### config.mk
export PLATFORM = sky130hd
export DESIGN_NAME = uart_rx_ctrl
export DESIGN_NICKNAME = d
export VERILOG_FILES = /design/src/rtl/uart_pkg.sv /design/src/rtl/uart_rx_fifo.sv /design/src/rtl/uart_rx_ctrl.sv
export SDC_FILE = /design/constraint.sdc
export NUM_CORES = 1
export LEC_CHECK = 0
export BUFFER_PORTS_ARGS = -buffer_cell sky130_fd_sc_hd__buf_2
export CAP_MARGIN = 30
export CORE_MARGIN = 4
export CORE_UTILIZATION = 65
export CTS_BUF_LIST = sky130_fd_sc_hd__clkbuf_8
export CTS_CLUSTER_DIAMETER = 60
export DETAILED_ROUTE_END_ITERATION = 16
export GPL_TIMING_DRIVEN = 1
export PLACE_DENSITY_LB_ADDON = 0.08
export SLEW_MARGIN = 10
export SYNTH_ARGS = -nofsm -noshare
export SYNTH_HDL_FRONTEND = slang
export SYNTH_SLANG_ARGS = --single-unit
### constraint.sdc
create_clock -name clk -period 9.19 [get_ports clk]
set_clock_uncertainty 0.2 [all_clocks]
set_input_delay 0.4595 -clock clk [delete_from_list [all_inputs] [get_ports clk]]
set_output_delay 0.4595 -clock clk [all_outputs]
set_load 0.01 [all_outputs]
### src/rtl/uart_pkg.sv
// rtl/uart_pkg.sv - shared FSM encoding and frame timing constants for the UART receive sequencer
package uart_pkg;

  typedef enum logic [1:0] {
    ST_IDLE      = 2'd0,
    ST_START_CHK = 2'd1,
    ST_BITS      = 2'd2,
    ST_COMMIT    = 2'd3
  } rx_state_e;

  // Oversample ticks per bit, ticks to the middle of the start bit, strobes per frame
  localparam int OS_RATE   = 16;
  localparam int START_MID = 8;
  localparam int N_STROBES = 11;

endpackage

### src/rtl/uart_rx_fifo.sv
// rtl/uart_rx_fifo.sv - small receive FIFO with wrap-bit pointers and a registered head
module uart_rx_fifo #(
  parameter int DEPTH = 4,
  parameter int WIDTH = 8
) (
  input  logic             clk,
  input  logic             reset,
  input  logic             push,
  input  logic [WIDTH-1:0] push_data,
  input  logic             pop,
  output logic             full,
  output logic             empty,
  output logic [WIDTH-1:0] head
);

  localparam int AW = $clog2(DEPTH);

  logic [AW:0]      wr_ptr;
  logic [AW:0]      rd_ptr;
  logic [AW:0]      rd_next;
  logic [WIDTH-1:0] mem [DEPTH];
  logic             push_ok;
  logic             pop_ok;

  assign full    = (wr_ptr[AW] != rd_ptr[AW]) && (wr_ptr[AW-1:0] == rd_ptr[AW-1:0]);
  assign empty   = (wr_ptr == rd_ptr);
  assign pop_ok  = pop && !empty;
  // A push into a full FIFO still lands when the same cycle frees a slot
  assign push_ok = push && (!full || pop_ok);
  assign rd_next = rd_ptr + {{AW{1'b0}}, pop_ok};

  // Storage array; cleared on reset so stale data never reappears
  always_ff @(posedge clk) begin
    if (reset) begin
      for (int i = 0; i < DEPTH; i++) mem[i] <= '0;
    end else if (push_ok) begin
      mem[wr_ptr[AW-1:0]] <= push_data;
    end
  end

  // Pointers and registered head; bypass the write data when it becomes the new head
  always_ff @(posedge clk) begin
    if (reset) begin
      wr_ptr <= '0;
      rd_ptr <= '0;
      head   <= '0;
    end else begin
      wr_ptr <= wr_ptr + {{AW{1'b0}}, push_ok};
      rd_ptr <= rd_next;
      if (push_ok && (rd_next == wr_ptr)) head <= push_data;
      else                                head <= mem[rd_next[AW-1:0]];
    end
  end

endmodule

### src/rtl/uart_rx_ctrl.sv
// rtl/uart_rx_ctrl.sv - start-bit qualification, bit strobing and result commit for uart_rx
module uart_rx_ctrl #(
  parameter int DIV_W      = 16,
  parameter int FIFO_DEPTH = 4,
  parameter int CNT_W      = 8
) (
  input  logic             clk,
  input  logic             reset,
  input  logic             en,
  input  logic [DIV_W-1:0] baud_div,
  input  logic             rx_in,
  output logic             rx_sync,
  output logic             bclk_rx,
  output logic             rx_rst_n,
  input  logic [7:0]       d_out_rx,
  input  logic             p_error,
  input  logic             stop_error,
  output logic [7:0]       rx_data,
  output logic             rx_valid,
  input  logic             rx_ready,
  output logic             overrun,
  output logic [CNT_W-1:0] par_err_cnt,
  output logic [CNT_W-1:0] frm_err_cnt,
  input  logic             clr_err
);

  import uart_pkg::*;

  rx_state_e        state;
  logic             sync1;
  logic [DIV_W-1:0] div_q;
  logic [DIV_W-1:0] os_cnt;
  logic [3:0]       os_idx;
  logic [3:0]       bit_cnt;
  logic             os_tick;
  logic             abort;
  logic             commit;
  logic             commit_good;
  logic             pop;
  logic             fifo_full;
  logic             fifo_empty;

  assign os_tick     = (os_cnt == '0);
  assign abort       = !en && (state != ST_IDLE);
  assign commit      = (state == ST_COMMIT) && en;
  assign commit_good = commit && !p_error && !stop_error;
  assign pop         = rx_valid && rx_ready;
  assign rx_valid    = !fifo_empty;

  // Two-flop synchroniser; the line idles high
  always_ff @(posedge clk) begin
    if (reset) begin
      sync1   <= 1'b1;
      rx_sync <= 1'b1;
    end else begin
      sync1   <= rx_in;
      rx_sync <= sync1;
    end
  end

  // Receiver reset pulses low for one cycle on an abort
  always_ff @(posedge clk) begin
    rx_rst_n <= !(reset || abort);
  end

  // Frame sequencer: prescaler, start-bit check, mid-bit strobes, commit slot
  always_ff @(posedge clk) begin
    if (reset) begin
      state   <= ST_IDLE;
      div_q   <= '0;
      os_cnt  <= '0;
      os_idx  <= '0;
      bit_cnt <= '0;
      bclk_rx <= 1'b0;
    end else begin
      bclk_rx <= 1'b0;
      if (abort) begin
        state <= ST_IDLE;
      end else begin
        case (state)
          ST_IDLE: begin
            if (en && !rx_sync) begin
              div_q  <= baud_div;
              os_cnt <= baud_div;
              os_idx <= '0;
              state  <= ST_START_CHK;
            end
          end
          ST_START_CHK: begin
            os_cnt <= os_tick ? div_q : os_cnt - DIV_W'(1);
            if (os_tick) begin
              if (os_idx == 4'(START_MID - 1)) begin
                if (rx_sync) begin
                  state <= ST_IDLE;
                end else begin
                  bclk_rx <= 1'b1;
                  os_idx  <= '0;
                  bit_cnt <= '0;
                  state   <= ST_BITS;
                end
              end else begin
                os_idx <= os_idx + 4'd1;
              end
            end
          end
          ST_BITS: begin
            // Stay one cycle past the stop strobe so uart_rx outputs settle before COMMIT
            if (bit_cnt == 4'(N_STROBES - 1)) begin
              state <= ST_COMMIT;
            end else begin
              os_cnt <= os_tick ? div_q : os_cnt - DIV_W'(1);
              if (os_tick) begin
                if (os_idx == 4'(OS_RATE - 1)) begin
                  os_idx  <= '0;
                  bclk_rx <= 1'b1;
                  bit_cnt <= bit_cnt + 4'd1;
                end else begin
                  os_idx <= os_idx + 4'd1;
                end
              end
            end
          end
          ST_COMMIT: state <= ST_IDLE;
          default:   state <= ST_IDLE;
        endcase
      end
    end
  end

  // Error counters and sticky overrun; clr_err wins over any same-cycle update
  always_ff @(posedge clk) begin
    if (reset || clr_err) begin
      par_err_cnt <= '0;
      frm_err_cnt <= '0;
      overrun     <= 1'b0;
    end else if (commit) begin
      if (p_error) begin
        if (par_err_cnt != '1) par_err_cnt <= par_err_cnt + CNT_W'(1);
      end else if (stop_error) begin
        if (frm_err_cnt != '1) frm_err_cnt <= frm_err_cnt + CNT_W'(1);
      end else if (fifo_full && !pop) begin
        overrun <= 1'b1;
      end
    end
  end

  uart_rx_fifo #(
    .DEPTH (FIFO_DEPTH),
    .WIDTH (8)
  ) u_fifo (
    .clk       (clk),
    .reset     (reset),
    .push      (commit_good),
    .push_data (d_out_rx),
    .pop       (pop),
    .full      (fifo_full),
    .empty     (fifo_empty),
    .head      (rx_data)
  );

endmodule

* Word level (Yosys, flattened, before mapping)
Memory sizes are Yosys's and may differ from the RTL's. Index checks and enable logic that the tools add are counted.
Storage, ports and cells: register bits after elaboration 77, RAM bits 32, input port bits 32, output and inout bits 29, word-level logic and storage cells 124, memories 1
Operators by class: add/subtract/negate cells 7, equality and inequality tests 21, muxes and demuxes 40, bitwise operators 3, reductions and logical operators 37
Memories:
- u_fifo.mem | depth 4, width 8, read ports 1, clocked after memory_dff 0, wr ports 4, RTL line uart_rx_fifo.sv:21 | logic [WIDTH-1:0] mem [DEPTH];
Operators with widths (number):
- $mux 16 | 3
- $mux 4 | 12
- $pmux 16 s3 | 1
- $add 8x1->8 const B | 2
- $logic_not 16->1 | 1
- $mux 8 | 2
- $ne 2x2->1 const B | 8
- $ne 8x8->1 const B | 2
- $reduce_and 4->1 | 4
- $sub 16x1->16 const B | 1
- $mux 1 | 12
- $mux 2 | 6
- $pmux 4 s3 | 1
- $logic_and 1x1->1 | 11
- $add 4x1->4 const B | 2
- $eq 4x4->1 const B | 2
- $logic_not 1->1 | 8
- $pmux 2 s4 | 1
- $pmux 4 s2 | 1
- $reduce_and 8->1 | 1
- $reduce_or 8->1 | 1
- $reduce_and 7->1 | 1
- $add 3x1->3 | 2
- $eq 3x3->1 | 2
- other kinds (14) | 21

* Depth between registers and ports, before layout
Gate-level depths: netlist of the first run.
depth in word-level cells 11, depth in mapped cells 12, depth with buffers taken out 11

* Cells and area by module
From an unflattened synthesis of the first run, not the netlist that was laid out.
Unflattened totals: cell total of the unflattened synthesis 566, area total of the unflattened synthesis 5512.8 um2
By module, submodules not included:
- uart_rx_ctrl | instances 1, cells each 417, area an instance 3407.0 um2, seq. area each 1261.2 um2
- uart_rx_fifo | instances 1, cells each 149, area an instance 2105.8 um2, seq. area each 1241.2 um2

* Worst setup path after synthesis of the first run
OpenSTA, ideal clock, no wires.
path kind register to register, start register u_fifo.wr_ptr[1], end register u_fifo.head[0], library setup time 0.128 ns, arrival time 2.635 ns, data required time 8.862 ns, setup slack 6.228 ns, cell stages (with the launch flop) 12, cell sequence dfxtp_1 xor2_1 nor2_1 nand2_1 and2_1 ha_1 clkbuf_1 xnor2_1 nand3_1 a21oi_2 mux2i_1 nor2_1
Between the ends: longest elaborated chain between the ends 8, elaborated cells on any way between the ends 14
RTL lines:
- from (decl) | RTL line uart_rx_fifo.sv:18 | logic [AW:0] wr_ptr;
- from (signal assigned) | RTL line uart_rx_fifo.sv:48 | wr_ptr <= wr_ptr + {{AW{1'b0}}, push_ok};
- $eq 3x3->1 * | RTL line uart_rx_fifo.sv:26 | assign empty = (wr_ptr == rd_ptr);
- $logic_not 1->1 * | RTL line uart_rx_ctrl.sv:48 | assign rx_valid = !fifo_empty;
- net rx_valid | RTL line uart_rx_ctrl.sv:19 | output logic rx_valid,
- $logic_and 1x1->1 | RTL line uart_rx_ctrl.sv:47 | assign pop = rx_valid && rx_ready;
- $logic_and 1x1->1 * | RTL line uart_rx_fifo.sv:27 | assign pop_ok = pop && !empty;
- $add 3x1->3 * | RTL line uart_rx_fifo.sv:30 | assign rd_next = rd_ptr + {{AW{1'b0}}, pop_ok};
- net u_fifo.rd_next[0] | RTL line uart_rx_fifo.sv:20 | logic [AW:0] rd_next;
- branches (longest 2 deep; another with $mem_v2 4x8)
- $mux 8 * | RTL line uart_rx_fifo.sv:50 | if (push_ok && (rd_next == wr_ptr)) head <= push_data;
- to (signal assigned) | RTL line uart_rx_fifo.sv:50
- to (signal assigned) | RTL line uart_rx_fifo.sv:51 | else head <= mem[rd_next[AW-1:0]];
- to (decl) | RTL line uart_rx_fifo.sv:13 | output logic [WIDTH-1:0] head
Mark *: on every way through the listed nets, which the timed path passes. A chain may end at the register's enable or synchronous reset.

==> metrics.txt, run 1 <==
Commonest cells post-synth dfxtp_1 (77), nand2_1 (55), nor2_1 (47); RSZ-0062 raised after global routing no; Post-synth EDFFs 32; Placed Cells 699; register area 0.002502 mm^2; Port-buffer cells 60; max-slew violations 0; endpoints failing hold 0; Via density 6.060; largest net degree at the start of global routing 57; cts bufs inserted 9; H-tree levels 3; crit path kind reg2reg; row count 33; CTS Hold Bufs 0; post-CTS setup buffer count 0; status complete, no violations; Post-DP Area 0.005751 mm^2; post-route DRC violation count 0; worst hold slack 0.06612 ns; Clock Path Buffers 2; Yosys top cell area share 28.48%; post-route setup slack 5.837 ns; TritonRoute pass-1 iters 5; post-synthesis cell count 563; top post-synthesis cells by area dfxtp_1 (28%), edfxtp_1 (18%), nand2_1 (3.8%); maximum fanout along the worst path 11; sequential share of the synthesized area 46.23%; initial antenna violation count 0; Final Non-Filler Cells 715; Leak 2.295 nW; gr ovfl total 0; vias 4333; Crit path arrival time 3.24 ns; cell taking the most area after synthesis dfxtp_1; Cell variety after synth 69; R2R depth 6; HPWL after detailed placement 8385 um; maximum clock frequency 298.2 MHz; GRT Overall Usage 24.91%; hold path depth 2; Multi-input gate area 0.002723 mm^2; yosys warns 0; pwr/cell area 183.0 mW/mm^2; setup slack at placement 5.896 ns; post-cts repair resize count 0; Final period util 36.49%; Clk Latency, worst-skew pair 0.37 ns; Hold Path Class in2reg; post-synthesis register bit count 109; Synth async-reset ratio 0%; Fill cells 641; DR WL/cell 16.66 um; r2r endpoint u_fifo.mem[0][7]; CTS tree done; global-route wire length before repair 19930 um; Util after Layout 73.25%; most frequent cell after synthesis dfxtp_1; Post-Syn Area per Cell 9.614 um^2; Most used DFF post-synth dfxtp_1; core area 0.008175 mm^2; Max-Slew Margin vs Limit 43.68%; MaxCap Viol Count 0; Area growth syn-to-layout 10.63%; final setup vio count 0; Die Wd 99.26 um; Diodes inserted 0; Tmin final 3.353 ns; post-route cell area 0.005988 mm^2; Syn Std Cell Area 0.005413 mm^2; element type at the critical path start flip-flop; # IOs 61; Overall Power 1.096 mW; die area 0.009852 mm^2; DRT Wirelength 11910 um; Hold Path Origin rx_in; FF-to-FF Start state[0]; Nets 651; worst vdd ir 0.0001054 V; TritonCTS Sinks 109; Root Driver clkbuf_8; share of layout cells above drive strength 1 18.36%; setup_tns 0 ns; Worst EP required 9.08 ns; Worst-path clk slew 0.11 ns; Hold Path End sync1; CP Capture Type flip-flop; Initial DRC Count 240; Initial Utilization 66.21%; Reg2Reg Setup Slack 5.84 ns; number of global-route vias before repair 4235; syn nets 609; gpl congestion 0.8801; Die Y 99.26 um; Detail Route Antenna Nets 0; Tightest Pin Transition 0.8448 ns
layout by cell type (no fill, tap or decap), drive strengths merged, types with 9 or more instances in the layout:
master,instances
dfxtp,77
a21oi,36
mux2i,12
o21ai,19
clkbuf,9
xor2,9
xnor2,15
edfxtp,32
nor3,15
or2,9
nand3,16
and3,10
nand2,55
inv,19
buf,64
ha,14
and2,30
nor2,47
how the worst max path moves through the flow:
| stage | start | slack (ns) | to |
|---|---|---|---|
| finish | state[0] | 5.84 | u_fifo.mem[0][7] |
| global route | flip-flop | 5.59 | u_fifo.mem[0][2] |
| CTS | u_fifo.wr_ptr[1] | 5.87 | u_fifo.head[4] |
| detailed placement | state[0] | 5.90 | u_fifo.mem[0][2] |
| global placement | flip-flop | 6.10 | u_fifo.mem[0][0] |
| floorplan | u_fifo.wr_ptr[1] | 6.23 | u_fifo.head[0] |
cell families after synthesis:
logic type      after synthesis  share of synthesized area, %
simple gates                239                         23.95
flops                       109                         46.23
compound gates              106                         13.27
buf+inv                      49                         3.467
xor+xnor                     24                         3.884
mux                          22                         5.964
fa+ha+maj                    14                         3.236
layer usage:
| layer | wire (um) | global-route usage [%] |
|---|---|---|
| met5 | 0 | 0 |
| met4 | 360 | 11.24 |
| met3 | 573 | 3.787 |
| met2 | 5828 | 41.43 |
| met1 | 5147 | 32.22 |
report_power, final:
group	internal (mW)	switching (mW)
Sequential	0.514	0.0179
Combinational	0.0859	0.142
Clock	0.160	0.176
critical path: stages (launching register included):
cell,delay (ns)
dfxtp_1,0.39
ha_1,0.25
nor4bb_1,0.63
o41a_1,0.46
and2_1,0.20
nor3b_1,0.59
or2_2,0.34
cell type report:
class,instances,share of cell area (%)
multi-input combinational,405,45.47
timing repair buffer,64,5.579
inverter,16,1.003
clock buffer,9,2.069
clock inverter,7,1.901
tap,105,2.194
sequential,109,41.79
registers in the layout, summed over array words and instances, names as in the netlist, named ones only:
register       count
u_fifo.mem        32
div_q             16
os_cnt            16
frm_err_cnt        8
par_err_cnt        8
u_fifo.head        8
bit_cnt            4
os_idx             4
u_fifo.rd_ptr      3
u_fifo.wr_ptr      3
bclk_rx            1
overrun            1
rx_rst_n           1
rx_sync            1
state              1
sync1              1
Power figures use the tool's default switching activity.
==> run 2, diff against run 1 <==
- ABC_AREA: default -> 1
- CORE_UTILIZATION: 65 -> 55
- clock period: 9.19 -> 2.93 ns (I/O delays scaled with it)
==> metrics.txt, run 2 <==
setup_tns 0 ns; RSZ-0062 raised after global routing no; crit path kind reg2reg; Syn Std Cell Area 0.005568 mm^2; Util after Layout 66.92%; final setup vio count 0; number of global-route vias before repair 4556; post-route setup slack 0.2693 ns; gr ovfl total 0; crit-path cells or2_1 > a21oi_2 > nand2_1 > nand2_1 > inv_1 > ha_1 > ha_1 > inv_1 > nand2_1 > nand4_1 > nor2_1 > nand2_1 > nor2_4 > inv_4 > nor2_1 > nor2_1; Detail Route Antenna Nets 0; Synth async-reset ratio 0%; Max-Slew Margin vs Limit 70.67%; max FFs per register 32; element type at the critical path start flip-flop; Crit path arrival time 2.75 ns; Most used DFF post-synth dfxtp_1; top post-synthesis cells by area dfxtp_1 (28%), edfxtp_1 (17%), nand2_1 (7.5%); initial antenna violation count 0; Post-synth EDFFs 32; Commonest cells post-synth nand2_1 (111), nor2_1 (95), inv_1 (78); post-synthesis register bit count 109; post-CTS setup buffer count 0; Hold Path Class in2reg; endpoints failing hold 0; syn nets 758; Final period util 90.81%; vias 4857; Initial DRC Count 242; CP delay by family, top simple AND/OR/NAND/NOR gates; Port-buffer cells 60; H-tree levels 3; Die Y 108.6 um; Area growth syn-to-layout 18.02%; Biggest register u_fifo.mem; row count 36; Via density 5.134; Overall Power 3.888 mW; Root Driver clkbuf_8; MaxCap Viol Count 0; Nets 854; most frequent cell after synthesis nand2_1; cts bufs inserted 9; worst path bufs/invs 3; Clock Path Buffers 2; Clk Latency, worst-skew pair 0.39 ns; die area 0.01180 mm^2; setup slack at placement 0.2944 ns; Tightest Pin Transition 0.4390 ns; Top Registers u_fifo.mem x32, div_q x16, os_cnt x16; Cell variety after synth 44; Worst-path clk slew 0.11 ns; maximum clock frequency 375.8 MHz; HPWL after detailed placement 8997 um; most common cell after layout, fill and taps aside nand2_1; DRT Wirelength 12500 um; worst vdd ir 0.0004150 V; yosys warns 0; CP Capture Type flip-flop; Worst EP required 3.02 ns; Yosys top cell area share 27.69%; gpl congestion 0.8863; share of layout cells above drive strength 1 17.59%; Initial Utilization 56.70%; # IOs 61; Most Frequent Cell on Critical Path nand2_1; sequential share of the synthesized area 44.94%; DR WL/cell 13.21 um; commonest non-fill, non-tap cells in the layout nand2_1 (111), nor2_1 (95), inv_1 (78), dfxtp_1 (77), a21oi_1 (68); post-route DRC violation count 0; CTS tree done; max-slew violations 0; largest net degree at the start of global routing 40; max incr delay on CP 0.39 ns; Tmin final 2.661 ns; Post-Syn Area per Cell 7.820 um^2; Diodes inserted 0; Crit-path slowest cell dfxtp_1; maximum fanout along the worst path 9; Die Wd 108.6 um; pwr/cell area 591.6 mW/mm^2; cell taking the most area after synthesis dfxtp_1; core area 0.009819 mm^2; TritonRoute pass-1 iters 4; GRT Overall Usage 21.92%; TritonCTS Sinks 109; global-route wire length before repair 20620 um; post-synthesis cell count 712; Leak 2.833 nW; status complete, no violations
[run 2: kinds of logic (layout without fill, tap and decap cells)]
family | after synthesis | in the layout | synth area share (%)
and+or+nand+nor | 297 | 297 | 25.48
xor gates and xnor gates | 17 | 17 | 2.809
AOI/OAI and AO/OA | 165 | 165 | 15.78
adders and majority gates | 14 | 14 | 3.146
buffers and inverters | 110 | 211 | 7.843
DFF | 109 | 109 | 44.94
[run 2: timing repair]
| item | CTS | global route |
|---|---|---|
| hold buffers | 34 | 0 |
| resized for setup | 0 | 0 |
| endpoints found under the hold margin | 79 | 0 |
[run 2: path summary, 6_finish.rpt]
| path | start | endpoint | slack, ns | cells after the start |
|---|---|---|---|---|
| max | u_fifo.wr_ptr[1] | u_fifo.head[0] | 0.27 | 16 |
| min | p_error | par_err_cnt[0] | 0.03 | 5 |
| max reg2reg | u_fifo.wr_ptr[1] | u_fifo.head[0] | 0.27 | 16 |
| min reg2reg | sync1 | rx_sync | 0.22 | 1 |
[run 2: worst register-to-register path, delay by kind of cell, from the launching register on]
| family | cells | cell delay, ns |
|---|---|---|
| and+or+nand+nor | 10 | 1.11 |
| adders and majority gates | 2 | 0.50 |
| DFF | 1 | 0.39 |
| buffers and inverters | 3 | 0.19 |
| AOI/OAI and AO/OA | 1 | 0.18 |
[run 2: power breakdown]
part / total, mW / switching (mW) / internal [mW] / leakage [nW]
Sequential: 1.72 / 0.0763 / 1.65 / 0.956
Combinational: 1.27 / 0.816 / 0.453 / 1.78
Clock: 0.895 / 0.560 / 0.335 / 0.0995
[run 2: per-stage QoR]
step | cells | instance area (um^2) | hold WS, ns
global placement | 896 | 6036 | 0.1351
CTS | 946 | 6571 | 0.002732
global route | 946 | 6571 | 0.02186
finish | 946 | 6571 | 0.02978
detailed placement | 896 | 6036 | 0.1369
floorplan | 712 | 5568 | 0.05031
[run 2: cell type report]
cell class	instances	area, um^2
tap	133	166.4
fill	850	3248
multi-input combinational	493	2629
timing repair buffer	109	753.2
clock inverter	7	71.32
clock buffer	9	123.9
inverter	86	325.3
sequential	109	2502
[run 2: per-layer routing]
| layer | share of wire (%) | GRT usage [%] | up-vias |
|---|---|---|---|
| li1 | - | - | 2540 |
| met1 | 44 | 26.69 | 2218 |
| met2 | 50 | 38.61 | 89 |
| met3 | 4.7 | 5.506 | 10 |
| met4 | 1.0 | 5.861 | 0 |
| met5 | 0 | 0 | - |
